<file path="config.mk">
export PLATFORM = sky130hd
export DESIGN_NAME = i8088_bus_responder_flat
export DESIGN_NICKNAME = d
export VERILOG_FILES = /design/src/rtl/i8088_bus_responder_if.sv /design/src/rtl/i8088_bus_responder.sv /design/src/flat_wrapper.sv
export SDC_FILE = /design/constraint.sdc
export NUM_CORES = 1
export LEC_CHECK = 0
export BUFFER_PORTS_ARGS = -buffer_cell sky130_fd_sc_hd__buf_4
export CORE_AREA = 2 2 77 79
export CTS_BUF_LIST = sky130_fd_sc_hd__clkbuf_4
export DETAILED_ROUTE_END_ITERATION = 8
export DIE_AREA = 0 0 79 81
export PLACE_DENSITY = 0.76
export RECOVER_POWER = 100
export REMOVE_ABC_BUFFERS = 1
export SKIP_CTS_REPAIR_TIMING = 1
export SYNTH_ARGS = -nofsm -noshare
export SYNTH_HDL_FRONTEND = slang
export SYNTH_SLANG_ARGS = --single-unit
</file>
<file path="constraint.sdc">
create_clock -name CLK -period 2.35 [get_ports CLK]
set_clock_uncertainty 0.1 [all_clocks]
set_input_delay 0.1175 -clock CLK [delete_from_list [all_inputs] [get_ports CLK]]
set_output_delay 0.1175 -clock CLK [all_outputs]
set_load 0.02 [all_outputs]
</file>
<file path="src/rtl/i8088_bus_responder_if.sv">
// i8088 bus responder signal bundle: CPU status/address/data side plus
// the request/acknowledge memory/IO port. slave = responder, master = CPU/fabric.
interface i8088_bus_responder_if;
  logic [2:0]  S2_S0;
  logic [19:0] AD;
  logic [7:0]  CPU_DOUT;
  logic        READY;
  logic [7:0]  DIN;
  logic        MEM_REQ;
  logic        MEM_WE;
  logic        MEM_IO;
  logic [19:0] MEM_ADDR;
  logic [7:0]  MEM_WDATA;
  logic        MEM_ACK;
  logic [7:0]  MEM_RDATA;
  logic [7:0]  INTA_VECTOR;
  logic        INTA_ACK;
  logic        HALTED;
  logic        BUS_TIMEOUT;

  modport slave (
    input  S2_S0, AD, CPU_DOUT,
    input  MEM_ACK, MEM_RDATA, INTA_VECTOR,
    output READY, DIN,
    output MEM_REQ, MEM_WE, MEM_IO,
    output MEM_ADDR, MEM_WDATA,
    output INTA_ACK, HALTED, BUS_TIMEOUT
  );

  modport master (
    output S2_S0, AD, CPU_DOUT,
    output MEM_ACK, MEM_RDATA, INTA_VECTOR,
    input  READY, DIN,
    input  MEM_REQ, MEM_WE, MEM_IO,
    input  MEM_ADDR, MEM_WDATA,
    input  INTA_ACK, HALTED, BUS_TIMEOUT
  );
endinterface

</file>
<file path="src/rtl/i8088_bus_responder.sv">
// i8088 target-side bus agent: classifies CPU cycles, issues them to a
// req/ack port, stretches READY, returns read data / INTA vector, flags HALT.
// Ports: CLK, RESET (sync, active high), bus (i8088_bus_responder_if.slave).
// Optional watchdog: define I8088_BUS_TIMEOUT_EN (uses TIMEOUT_CYCLES).
module i8088_bus_responder #(
  parameter int unsigned WAIT_MEM       = 0,
  parameter int unsigned WAIT_IO        = 1,
  parameter int unsigned TIMEOUT_CYCLES = 255
) (
  input  logic                        CLK,
  input  logic                        RESET,
  i8088_bus_responder_if.slave        bus
);

  localparam int WW = 8;

  typedef enum logic [1:0] {
    IDLE,
    ADDR,
    REQ,
    DONE
  } state_t;

  state_t          state;
  state_t          state_nx;
  logic [2:0]      prev_st;
  logic [2:0]      typ;
  logic [WW-1:0]   wcnt;
  logic            ack_seen;
  logic            inta_pair;

  logic            start;
  logic            st_inta;
  logic            st_halt;
  logic            st_io;
  logic            st_wr;
  logic            typ_inta;
  logic            typ_rd;
  logic            ack_now;
  logic            finish;
  logic            tmo_hit;

  assign start   = (prev_st == 3'b111) &&
                   (bus.S2_S0 != 3'b111);
  assign st_inta = (bus.S2_S0 == 3'b000);
  assign st_halt = (bus.S2_S0 == 3'b011);
  assign st_io   = (bus.S2_S0 == 3'b001) ||
                   (bus.S2_S0 == 3'b010);
  assign st_wr   = (bus.S2_S0 == 3'b010) ||
                   (bus.S2_S0 == 3'b110);
  assign typ_inta = (typ == 3'b000);
  assign typ_rd   = (typ == 3'b001) ||
                    (typ == 3'b100) ||
                    (typ == 3'b101);

  always_comb begin
    state_nx = state;
    ack_now  = 1'b0;
    finish   = 1'b0;
    unique case (state)
      IDLE: begin
        if (start)
          state_nx = st_halt ? DONE : ADDR;
      end
      ADDR: state_nx = REQ;
      REQ: begin
        ack_now = bus.MEM_ACK | tmo_hit;
        if ((ack_seen || ack_now) &&
            (wcnt == '0)) begin
          finish   = 1'b1;
          state_nx = DONE;
        end
      end
      DONE: begin
        // a start here means status skipped passive
        if (start || bus.S2_S0 == 3'b111)
          state_nx = IDLE;
      end
      default: state_nx = IDLE;
    endcase
  end

  always_ff @(posedge CLK) begin
    if (RESET) state <= IDLE;
    else       state <= state_nx;
  end

  always_ff @(posedge CLK) begin
    if (RESET) begin
      prev_st       <= 3'b111;
      typ           <= 3'b111;
      wcnt          <= '0;
      ack_seen      <= 1'b0;
      inta_pair     <= 1'b0;
      bus.READY     <= 1'b1;
      bus.DIN       <= 8'hFF;
      bus.MEM_REQ   <= 1'b0;
      bus.MEM_WE    <= 1'b0;
      bus.MEM_IO    <= 1'b0;
      bus.MEM_ADDR  <= '0;
      bus.MEM_WDATA <= '0;
      bus.INTA_ACK  <= 1'b0;
      bus.HALTED    <= 1'b0;
    end else begin
      prev_st      <= bus.S2_S0;
      bus.INTA_ACK <= 1'b0;
      unique case (state)
        IDLE: begin
          if (start) begin
            typ       <= bus.S2_S0;
            inta_pair <= st_inta & ~inta_pair;
            bus.HALTED <= st_halt;
            if (!st_halt) begin
              bus.READY  <= 1'b0;
              ack_seen   <= 1'b0;
              wcnt       <= (st_io || st_inta) ?
                            WW'(WAIT_IO) :
                            WW'(WAIT_MEM);
              bus.MEM_WE <= st_wr;
              bus.MEM_IO <= st_io;
              bus.MEM_ADDR <= st_io ?
                {4'h0, bus.AD[15:0]} :
                bus.AD;
            end
          end
        end
        ADDR: begin
          bus.MEM_WDATA <= bus.CPU_DOUT;
          // INTA has no backing access
          if (typ_inta) ack_seen    <= 1'b1;
          else          bus.MEM_REQ <= 1'b1;
        end
        REQ: begin
          if (wcnt != '0) wcnt <= wcnt - 1'b1;
          if (ack_now) begin
            ack_seen    <= 1'b1;
            bus.MEM_REQ <= 1'b0;
            if (typ_rd)
              bus.DIN <= tmo_hit ? 8'hFF :
                         bus.MEM_RDATA;
          end
          if (finish) begin
            bus.READY <= 1'b1;
            if (typ_inta) begin
              bus.DIN <= inta_pair ? 8'hFF :
                         bus.INTA_VECTOR;
              bus.INTA_ACK <= ~inta_pair;
            end
          end
        end
        DONE: ;
        default: ;
      endcase
    end
  end

`ifdef I8088_BUS_TIMEOUT_EN
  localparam int TW = $clog2(TIMEOUT_CYCLES + 1);
  logic [TW-1:0] tcnt;

  assign tmo_hit = (state == REQ) && !ack_seen &&
                   !bus.MEM_ACK &&
                   (tcnt == TW'(TIMEOUT_CYCLES - 1));

  always_ff @(posedge CLK) begin
    if (RESET) begin
      tcnt            <= '0;
      bus.BUS_TIMEOUT <= 1'b0;
    end else begin
      bus.BUS_TIMEOUT <= tmo_hit;
      if (state != REQ)  tcnt <= '0;
      else if (!tmo_hit) tcnt <= tcnt + 1'b1;
    end
  end
`else
  assign tmo_hit         = 1'b0;
  assign bus.BUS_TIMEOUT = 1'b0;
`endif

endmodule

</file>
<file path="src/flat_wrapper.sv">
// flat-port wrapper written by rule: the top's interface ports become plain ports
module i8088_bus_responder_flat 
#(
  parameter int unsigned WAIT_MEM       = 0,
  parameter int unsigned WAIT_IO        = 1,
  parameter int unsigned TIMEOUT_CYCLES = 255
)
  (CLK, RESET, bus_S2_S0, bus_AD, bus_CPU_DOUT, bus_MEM_ACK, bus_MEM_RDATA, bus_INTA_VECTOR, bus_READY, bus_DIN, bus_MEM_REQ, bus_MEM_WE, bus_MEM_IO, bus_MEM_ADDR, bus_MEM_WDATA, bus_INTA_ACK, bus_HALTED, bus_BUS_TIMEOUT);
  i8088_bus_responder_if bus_i ();
  input  logic CLK;
  input  logic RESET;
  input wire logic [$bits(bus_i.S2_S0)-1:0] bus_S2_S0;
  input wire logic [$bits(bus_i.AD)-1:0] bus_AD;
  input wire logic [$bits(bus_i.CPU_DOUT)-1:0] bus_CPU_DOUT;
  input wire logic [$bits(bus_i.MEM_ACK)-1:0] bus_MEM_ACK;
  input wire logic [$bits(bus_i.MEM_RDATA)-1:0] bus_MEM_RDATA;
  input wire logic [$bits(bus_i.INTA_VECTOR)-1:0] bus_INTA_VECTOR;
  output wire logic [$bits(bus_i.READY)-1:0] bus_READY;
  output wire logic [$bits(bus_i.DIN)-1:0] bus_DIN;
  output wire logic [$bits(bus_i.MEM_REQ)-1:0] bus_MEM_REQ;
  output wire logic [$bits(bus_i.MEM_WE)-1:0] bus_MEM_WE;
  output wire logic [$bits(bus_i.MEM_IO)-1:0] bus_MEM_IO;
  output wire logic [$bits(bus_i.MEM_ADDR)-1:0] bus_MEM_ADDR;
  output wire logic [$bits(bus_i.MEM_WDATA)-1:0] bus_MEM_WDATA;
  output wire logic [$bits(bus_i.INTA_ACK)-1:0] bus_INTA_ACK;
  output wire logic [$bits(bus_i.HALTED)-1:0] bus_HALTED;
  output wire logic [$bits(bus_i.BUS_TIMEOUT)-1:0] bus_BUS_TIMEOUT;
  assign bus_i.S2_S0 = bus_S2_S0;
  assign bus_i.AD = bus_AD;
  assign bus_i.CPU_DOUT = bus_CPU_DOUT;
  assign bus_i.MEM_ACK = bus_MEM_ACK;
  assign bus_i.MEM_RDATA = bus_MEM_RDATA;
  assign bus_i.INTA_VECTOR = bus_INTA_VECTOR;
  assign bus_READY = bus_i.READY;
  assign bus_DIN = bus_i.DIN;
  assign bus_MEM_REQ = bus_i.MEM_REQ;
  assign bus_MEM_WE = bus_i.MEM_WE;
  assign bus_MEM_IO = bus_i.MEM_IO;
  assign bus_MEM_ADDR = bus_i.MEM_ADDR;
  assign bus_MEM_WDATA = bus_i.MEM_WDATA;
  assign bus_INTA_ACK = bus_i.INTA_ACK;
  assign bus_HALTED = bus_i.HALTED;
  assign bus_BUS_TIMEOUT = bus_i.BUS_TIMEOUT;
  i8088_bus_responder #(.WAIT_MEM(WAIT_MEM), .WAIT_IO(WAIT_IO), .TIMEOUT_CYCLES(TIMEOUT_CYCLES)) u_core (.CLK(CLK), .RESET(RESET), .bus(bus_i));
endmodule
</file>
-- Yosys cells after proc, flatten, opt, wreduce, memory -nomap -nowiden
Index checks and enable logic that the tools add are counted.
- reductions and logical operators: 25
- div/mod/pow operators: 0
- multipliers: 0
- equality and inequality tests: 22
- bitwise logic cells: 6
- shift-type cells: 0
- mux-type cells: 29
- add/sub/neg operators: 1
- $lt $le $gt $ge: 0
- operators with widths (kind ; number):
    two-way mux 8 bit ; 8
    two-way mux 20 bit ; 1
    case mux 8 bit (2 select lines) ; 1
    equality test 3 bit (second input constant) ; 5
    inequality test 2 x 1 -> 1 bit (second input constant) ; 7
    two-way mux 1 bit ; 11
    AND reduction 3 bit ; 3
    logical NOT 8 bit ; 1
    two-way mux 2 bit ; 4
    case mux 2 bit (4 select lines) ; 1
    AND reduction 4 bit ; 2
    nonzero test 8 bit ; 1
    subtractor 8 x 1 -> 8 bit (second input constant) ; 1
    logical OR 1 bit ; 7
    equality test 3 x 1 -> 1 bit (second input constant) ; 2
    equality test 3 x 2 -> 1 bit (second input constant) ; 2
    logical NOT 3 bit ; 2
    inverter 1 bit ; 5
    AND reduction 5 bit ; 1
    equality test 2 bit (second input constant) ; 2
    inequality test 2 bit (second input constant) ; 2
    case mux 1 bit (2 select lines) ; 2
    nonzero test 2 bit ; 2
    OR reduction 4 bit ; 1
    other kinds (8) ; 9
- bits in writable memories: 0
- word-level logic and storage cells: 98
- ROM bits: 0
- memories kept: 0
- flip-flop bits (word level): 60
- latch bits: 0

-- Depth between registers and ports, before layout
Gate-level depths: netlist (run 1).
- word-level depth: 7
- gate-level depth with buffers: 8

-- Worst setup path after synthesis (run 1)
No wires, ideal clock.
- path type: register to register
- start: register u_core.wcnt[0]
- end: register u_core.bus.DIN[0]
- path buffers: 1
- arrival time: 1.734 ns
- clock period less this slack: 1.962 ns
- path slack: 0.388 ns
- stages on the path, launching flop included: 7
- setup time: 0.128 ns
- cells stage by stage: dfxtp_1 -> inv_1 -> ha_1 -> or4b_4 -> nor4_4 -> buf_6 -> o211ai_1
- longest elaborated chain between the ends: 5
- RTL lines (element ; RTL line ; RTL):
    start: declaration ; i8088_bus_responder.sv:28 ; logic [WW-1:0] wcnt;
    start signal: assignment ; i8088_bus_responder.sv:116 ; wcnt <= (st_io || st_inta) ?
    start signal: assignment ; i8088_bus_responder.sv:134 ; if (wcnt != '0) wcnt <= wcnt - 1'b1;
    logical NOT 8 bit ; i8088_bus_responder.sv:69 ; (wcnt == '0)) begin
    logical AND 1 bit ; i8088_bus_responder.sv:68 ; if ((ack_seen || ack_now) &&
    two-way mux 1 bit ; i8088_bus_responder.sv:68 ;
    two-way mux 1 bit ; i8088_bus_responder.sv:60 ; unique case (state)
    two-way mux 8 bit ; i8088_bus_responder.sv:142 ; if (finish) begin
    end signal: assignment ; i8088_bus_responder.sv:139 ; bus.DIN <= tmo_hit ? 8'hFF :
    end signal: assignment ; i8088_bus_responder.sv:145 ; bus.DIN <= inta_pair ? 8'hFF :
    end: declaration ; i8088_bus_responder_if.sv:24 ; output READY, DIN,
No other way between the ends.
A chain may end at the register's enable or synchronous reset.

-- Worst setup path after layout (run 1)
- start: register u_core.wcnt[0]
- end: register u_core.bus.DIN[7]
Same word-level chain as after synthesis.

==> out/metrics.yaml, run 1 <==
worst_pin_slew_ps: 1160
crit_start: "u_core.wcnt[0]"
grt_max_degree: 54
wl_per_cell_um: 13.7
worstPathRequired_ps: 2580
power_leakage_nw: 1.55
slew_viol_final: 0
rsz0062_at_grt: "false"
maxCapViolCount: 0
peakVddDrop_mv: 0.516
die_w_um: 79
n_fill_cell: 521
insertion_delay_ps: 400
viasPerCell: 5.26
die_y_um: 81
rr_worst_depth: 7
holdWs_ps: 22.7
cts_sinks: 60
final_cells: 517
routed_wl_um: 7080
hp-class: "input port to flip-flop"
ys_ff_latch: 60
synthDominantCellAreaShare_pct: 44.7
ys_top_cells_by_area: "dfxtp_1 45%, mux2i_1 7.1%, a21oi_1 6.9%, nand2_1 5.7%, ha_1 2.8%"
core_um2: 5680
drive_above_1_share_pct: 17.0
period_share_pct: 92.7
antenna_left: 0
vias: 2722
outcome: "completed"
synth_largest_area_cell: "dfxtp_1"
io_pins: 93
setup_tns_ps: 0
first_pass_iters: 4
yosysWarnings: 0
r2r-end: "u_core.bus.DIN[7]"
multiInputGateArea_um2: 1360
slew_headroom_pct: 22.6
syn_to_final_growth_pct: 39.9
timing.rr.start: "u_core.wcnt[0]"
nNetsFinal: 493
avgSynthCellArea_um2: 8.76
start_util_pct: 47.4
synth_common_cells: "60 x dfxtp_1, 41 x nand2_1, 37 x a21oi_1"
overflow: 0
seq_area_um2: 1200
hpwl_um: 4490
yosysSeqAreaShare_pct: 44.7
period_minus_slack_ps: 2180
fmax_mhz: 459
fp-row-count: 28
cts_tree: "yes"
gp_congestion: 0.873
synth_most_common_cell: "dfxtp_1"
cts_buffer_depth: 2
antenna_found_initial: 0
r2r_slack_ps: 170
synth.distinct_cells: 54
h-tree-depth: 3
synthArstFlopShare_pct: 0
port-buffer-count: 91
numCtsBuffers: 9
end_kind: "flip-flop"
hold_viol_final: 0
clk_pin_slew_worst_paths_ps: 110
postSynthCellCount: 307
crit_chain: "inv_1 > ha_1 > or4b_4 > nor4_1 > buf_4 > o21ai_0 > o211ai_1"
first_global_vias: 2325
cp-start-kind: "flip-flop"
critical_path_arrival_ps: 2410
crit_fanout: 17
slowest_delay_ps: 520
synth.cell_area_um2: 2690
dieArea_um2: 6400
grt_pass1_wl_um: 10400
placed_cells: 461
crit_type: "flip-flop to flip-flop"
endpoint: "u_core.bus.DIN[7]"
power.density_nw_per_um2: 803
cts_root_buf: "clkbuf_4"
cp_slowest_cell: "or4b_4"
ys.flop_type: "dfxtp_1"
grt_usage_pct: 20.7
drc: 0
final-setup-viol-count: 0
antenna_cells: 0
drtIter0Drc: 129
synth_edf_count: 0
sequential cells by signal (all words and copies together) (netlist names):
register	flops
u_core.bus.MEM_ADDR	20
u_core.bus.DIN	8
u_core.bus.MEM_WDATA	8
u_core.wcnt	8
u_core.prev_st	3
u_core.typ	3
u_core.state	2
u_core.ack_seen	1
u_core.bus.HALTED	1
u_core.bus.INTA_ACK	1
u_core.bus.MEM_IO	1
u_core.bus.MEM_REQ	1
u_core.bus.MEM_WE	1
u_core.bus.READY	1
u_core.inta_pair	1
cells by family after synthesis:
group	after synthesis	share of synthesized area, %
and+or+nand+nor	107	20.0
DFF	60	44.7
other	1	0.139
buffers and inverters	28	4.61
muxes	20	7.49
xor gates and xnor gates	1	0.326
AOI/OAI and AO/OA	84	20.0
adders and majority gates	6	2.79
worst min path at each step:
| stage | from | endpoint | cells past startpoint |
|---|---|---|---|
| 2_1_floorplan | RESET | u_core.ack_seen | 1 |
| 5_1_grt | bus_MEM_RDATA[4] | u_core.bus.DIN[4] | 4 |
| 4_1_cts | bus_AD[19] | u_core.bus.MEM_ADDR[19] | 2 |
| 3_3_place_gp | bus_AD[19] | u_core.bus.MEM_ADDR[19] | 2 |
| 6_report | bus_MEM_RDATA[2] | u_core.bus.DIN[2] | 4 |
| 3_5_place_dp | bus_AD[16] | u_core.bus.MEM_ADDR[16] | 2 |
per-layer routing:
metal,wire length (um),global-route usage (%),up-vias
met5,0,0,-
met2,3530,32.3,87
met3,469,8.78,7
li1,-,-,1348
met4,76,5.69,0
met1,3000,26.3,1280
critical path, delay by kind of cell, from the launching register on:
family	cells	cell delay, ps
DFF	1	340
buffers and inverters	2	380
AOI/OAI and AO/OA	2	230
adders and majority gates	1	200
and+or+nand+nor	2	850
placed cells by master, fill, tap and decap left out, drive strengths merged, types with 9 or more instances in the layout:
master and n:
a21oi 37, and2 9, buf 50, clkbuf 56
dfxtp 60, dlygate4sd3 40, inv 11, mux2i 19
nand2 41, nor2 19, o21ai 12
power breakdown:
part	internal, W	switching, W	leakage [nW]
sequential	0.00117	0.000120	0.491
clock	0.000219	0.000411	0.0562
combinational	0.000468	0.000630	1.00
cell type report:
type | instances | share of cell area (%)
clock inverter | 7 | 1.40
multi-input combinational | 219 | 36.0
sequential | 60 | 31.9
timing repair buffer | 137 | 25.4
clock buffer | 9 | 1.80
tap | 75 | 2.49
inverter | 10 | 0.998
through the flow:
step	util, %	power [W]	cell area, um2	setup WS, ps
floorplan	-	0.00204	2600	67.4
global placement	60.4	0.00241	3430	292
detailed placement	60.4	0.00243	3430	232
CTS	62.5	0.00306	3550	213
global route	66.3	0.00324	3760	20.5
finish	66.3	0.00302	3760	171
No activity file was read; power rests on OpenSTA's default activity.
==> inputs of run 2 (changes only) <==
--- a/config.mk
+++ b/config.mk
@@ -5,7 +5,7 @@
 export SDC_FILE = /design/constraint.sdc
 export NUM_CORES = 1
 export LEC_CHECK = 0
-export BUFFER_PORTS_ARGS = -buffer_cell sky130_fd_sc_hd__buf_4
+export BUFFER_PORTS_ARGS = -buffer_cell sky130_fd_sc_hd__buf_2
 export CORE_AREA = 2 2 77 79
 export CTS_BUF_LIST = sky130_fd_sc_hd__clkbuf_4
 export DETAILED_ROUTE_END_ITERATION = 8
==> constraint.sdc (replaced) <==
create_clock -name CLK -period 2.1 [get_ports CLK]
set_clock_uncertainty 0.1 [all_clocks]
set_input_delay 0.105 -clock CLK [delete_from_list [all_inputs] [get_ports CLK]]
set_output_delay 0.105 -clock CLK [all_outputs]
set_load 0.02 [all_outputs]
==> run 2 against run 1 <==
Against the previous run: wire length up 2.0%; via count increased by 0.62%; clock power up 6.7%; cell area fell by 0.37%; core utilization down 0.24 points; global-route usage decreased by 0.067 points; hold slack worse by 18 ps; sequential power up 12%; total power is 13% higher; fmax is 8.8% higher; register-to-register slack worse by 70 ps; critical path type unchanged.
==> out/metrics.yaml, run 2 (synthesis gave the netlist of run 1 again) <==
slew_headroom_pct: 60.0  # +37 points
peakVddDrop_mv: 0.655  # +27%
routed_wl_um: 7220  # +2.0%
crit_start: "u_core.state[0]"
core_um2: 5680  # unchanged
maxCapViolCount: 0  # unchanged
r2r-end: "u_core.bus.DIN[1]"
worstPathRequired_ps: 2330  # -250 ps
gp_congestion: 0.921  # +5.6%
dieArea_um2: 6400  # unchanged
grt_max_degree: 24  # -56%
grt_pass1_wl_um: 10500  # +1.1%
cts_sinks: 60  # unchanged
die_y_um: 81  # unchanged
dpl_cell_area_um2: 3270  # -4.5%
p_clk_share_pct: 19.7  # -1.2 points
cts_buffer_depth: 2  # unchanged
cp-start-kind: "flip-flop"
hold_viol_final: 0  # unchanged
regMostFlops: "u_core.bus.MEM_ADDR"
h-tree-depth: 3  # unchanged
clk_pin_slew_worst_paths_ps: 100  # about the same
drc: 0  # unchanged
first_pass_iters: 5  # +1
r2r_slack_ps: 100  # -70 ps
start_util_pct: 47.4  # unchanged
power.share.combinational_pct: 37.9  # +1.6 points
io_pins: 93  # unchanged
timing.rr.start: "u_core.state[0]"
final-setup-viol-count: 0  # unchanged
first_global_vias: 2383  # +2.5%
seqPwrFrac_pct: 42.4  # -0.4 points
power_switching_share_pct: 38.8  # +0.35 points
antenna_cells: 0  # unchanged
min_from: "RESET"
crit_fanout: 8  # -9
fp-row-count: 28  # unchanged
rr_worst_depth: 7  # unchanged
use_met2_pct: 33.7  # +1.4 points
power_leakage_nw: 1.56  # +0.27%
power.density_nw_per_um2: 912  # +14%
largest_reg_flops: 20  # unchanged
drive_above_1_share_pct: 19.7  # +2.7 points
cts_root_buf: "clkbuf_4"
drtIter0Drc: 139  # +7.8%
grtUsageMet3_pct: 5.56  # -3.2 points
hpwl_um: 4690  # +4.3%
min_to: "u_core.bus.MEM_WDATA[3]"
mostFrequentLayoutCell: "dfxtp_1"
overflow: 0  # unchanged
hp-class: "input port to flip-flop"
rsz0062_at_grt: "false"
antenna_found_initial: 0  # unchanged
worst_pin_slew_ps: 599  # -562 ps
syn_to_final_growth_pct: 39.3
insertion_delay_ps: 410  # about the same
grt_usage_pct: 20.6  # -0.067 points
critical_path_arrival_ps: 2230  # -180 ps
hold_depth: 2  # -2
crit_type: "flip-flop to flip-flop"
setup_tns_ps: 0  # unchanged
slew_viol_final: 0  # unchanged
vias: 2739  # +0.62%
end_kind: "flip-flop"
fin_area_um2: 3750  # -0.37%
layout_common_cells: "59 x dfxtp_1, 46 x buf_2, 46 x clkbuf_1"
outcome: "completed"
p_sw_w: 0.00133  # +14%
cts_tree: "yes"
numCtsBuffers: 9  # unchanged
antenna_left: 0  # unchanged
period_share_pct: 95.3  # +2.6 points
gr-max-usage-layer: "met2"
nNetsFinal: 503  # +2.0%
use_met1_pct: 26.2  # -0.073 points
wl_per_cell_um: 13.7  # about the same
intPower_w: 0.00209  # +13%
die_w_um: 79  # unchanged
port-buffer-count: 91  # unchanged
fmax_mhz: 500  # +8.8%
period_minus_slack_ps: 2000  # -177 ps
viasPerCell: 5.20  # -1.3%
==> run 2: worst max-delay path by stage <==
stage | end | slack (ps) | cells past startpoint
finish | u_core.bus.DIN[1] | 100 | 7
global route | u_core.bus.DIN[2] | 6 | 7
CTS | u_core.state[1] | -20 | 6
detailed placement | u_core.state[1] | 20 | 6
global placement | u_core.state[1] | 100 | 6
floorplan | u_core.bus.DIN[0] | -180 | 6
==> run 2: critical path, cell delays in order, from the launching register on <==
cell,delay [ps]
dfxtp_2,350
inv_2,100
ha_4,160
or4b_4,480
nor4_4,350
buf_4,200
o21ai_0,80
o211ai_1,110
==> run 2: per-layer routing <==
| layer | wire [um] | up-vias |
|---|---|---|
| met4 | 91 | 0 |
| met2 | 3590 | 85 |
| met5 | 0 | - |
| met3 | 405 | 12 |
| li1 | - | 1367 |
| met1 | 3130 | 1275 |
==> run 2: stage by stage <==
stage	total power [W]	util [%]	hold WS, ps	instances	setup WS (ps)
after CTS	0.00337	59.6	-204	487	-17.3
after global placement	0.00267	57.7	216	471	105
final	0.00342	66.0	5.12	527	98.5
after floorplan	0.00229	-	74.1	289	-183
after global routing	0.00366	66.0	13.5	527	6.35
after detailed placement	0.00270	57.7	226	471	22.0
==> run 2: power groups by stage <==
stage	clock network [W]	logic, W	registers (W)
after floorplan	0	0.000743	0.00154
after global placement	0	0.00121	0.00146
after detailed placement	0	0.00123	0.00146
after CTS	0.000689	0.00124	0.00144
after global routing	0.000748	0.00143	0.00148
final	0.000673	0.00130	0.00145
==> run 2: cell type report <==
class                   instances  area (um2)
fillers                       498        1930
multi-input cells             219        1390
flip-flops and latches         60        1200
repair buffers                147         917
well taps                      75        93.8
clock buffers                   9        67.6
clock inverters                 7        43.8
inverters                      10        37.5
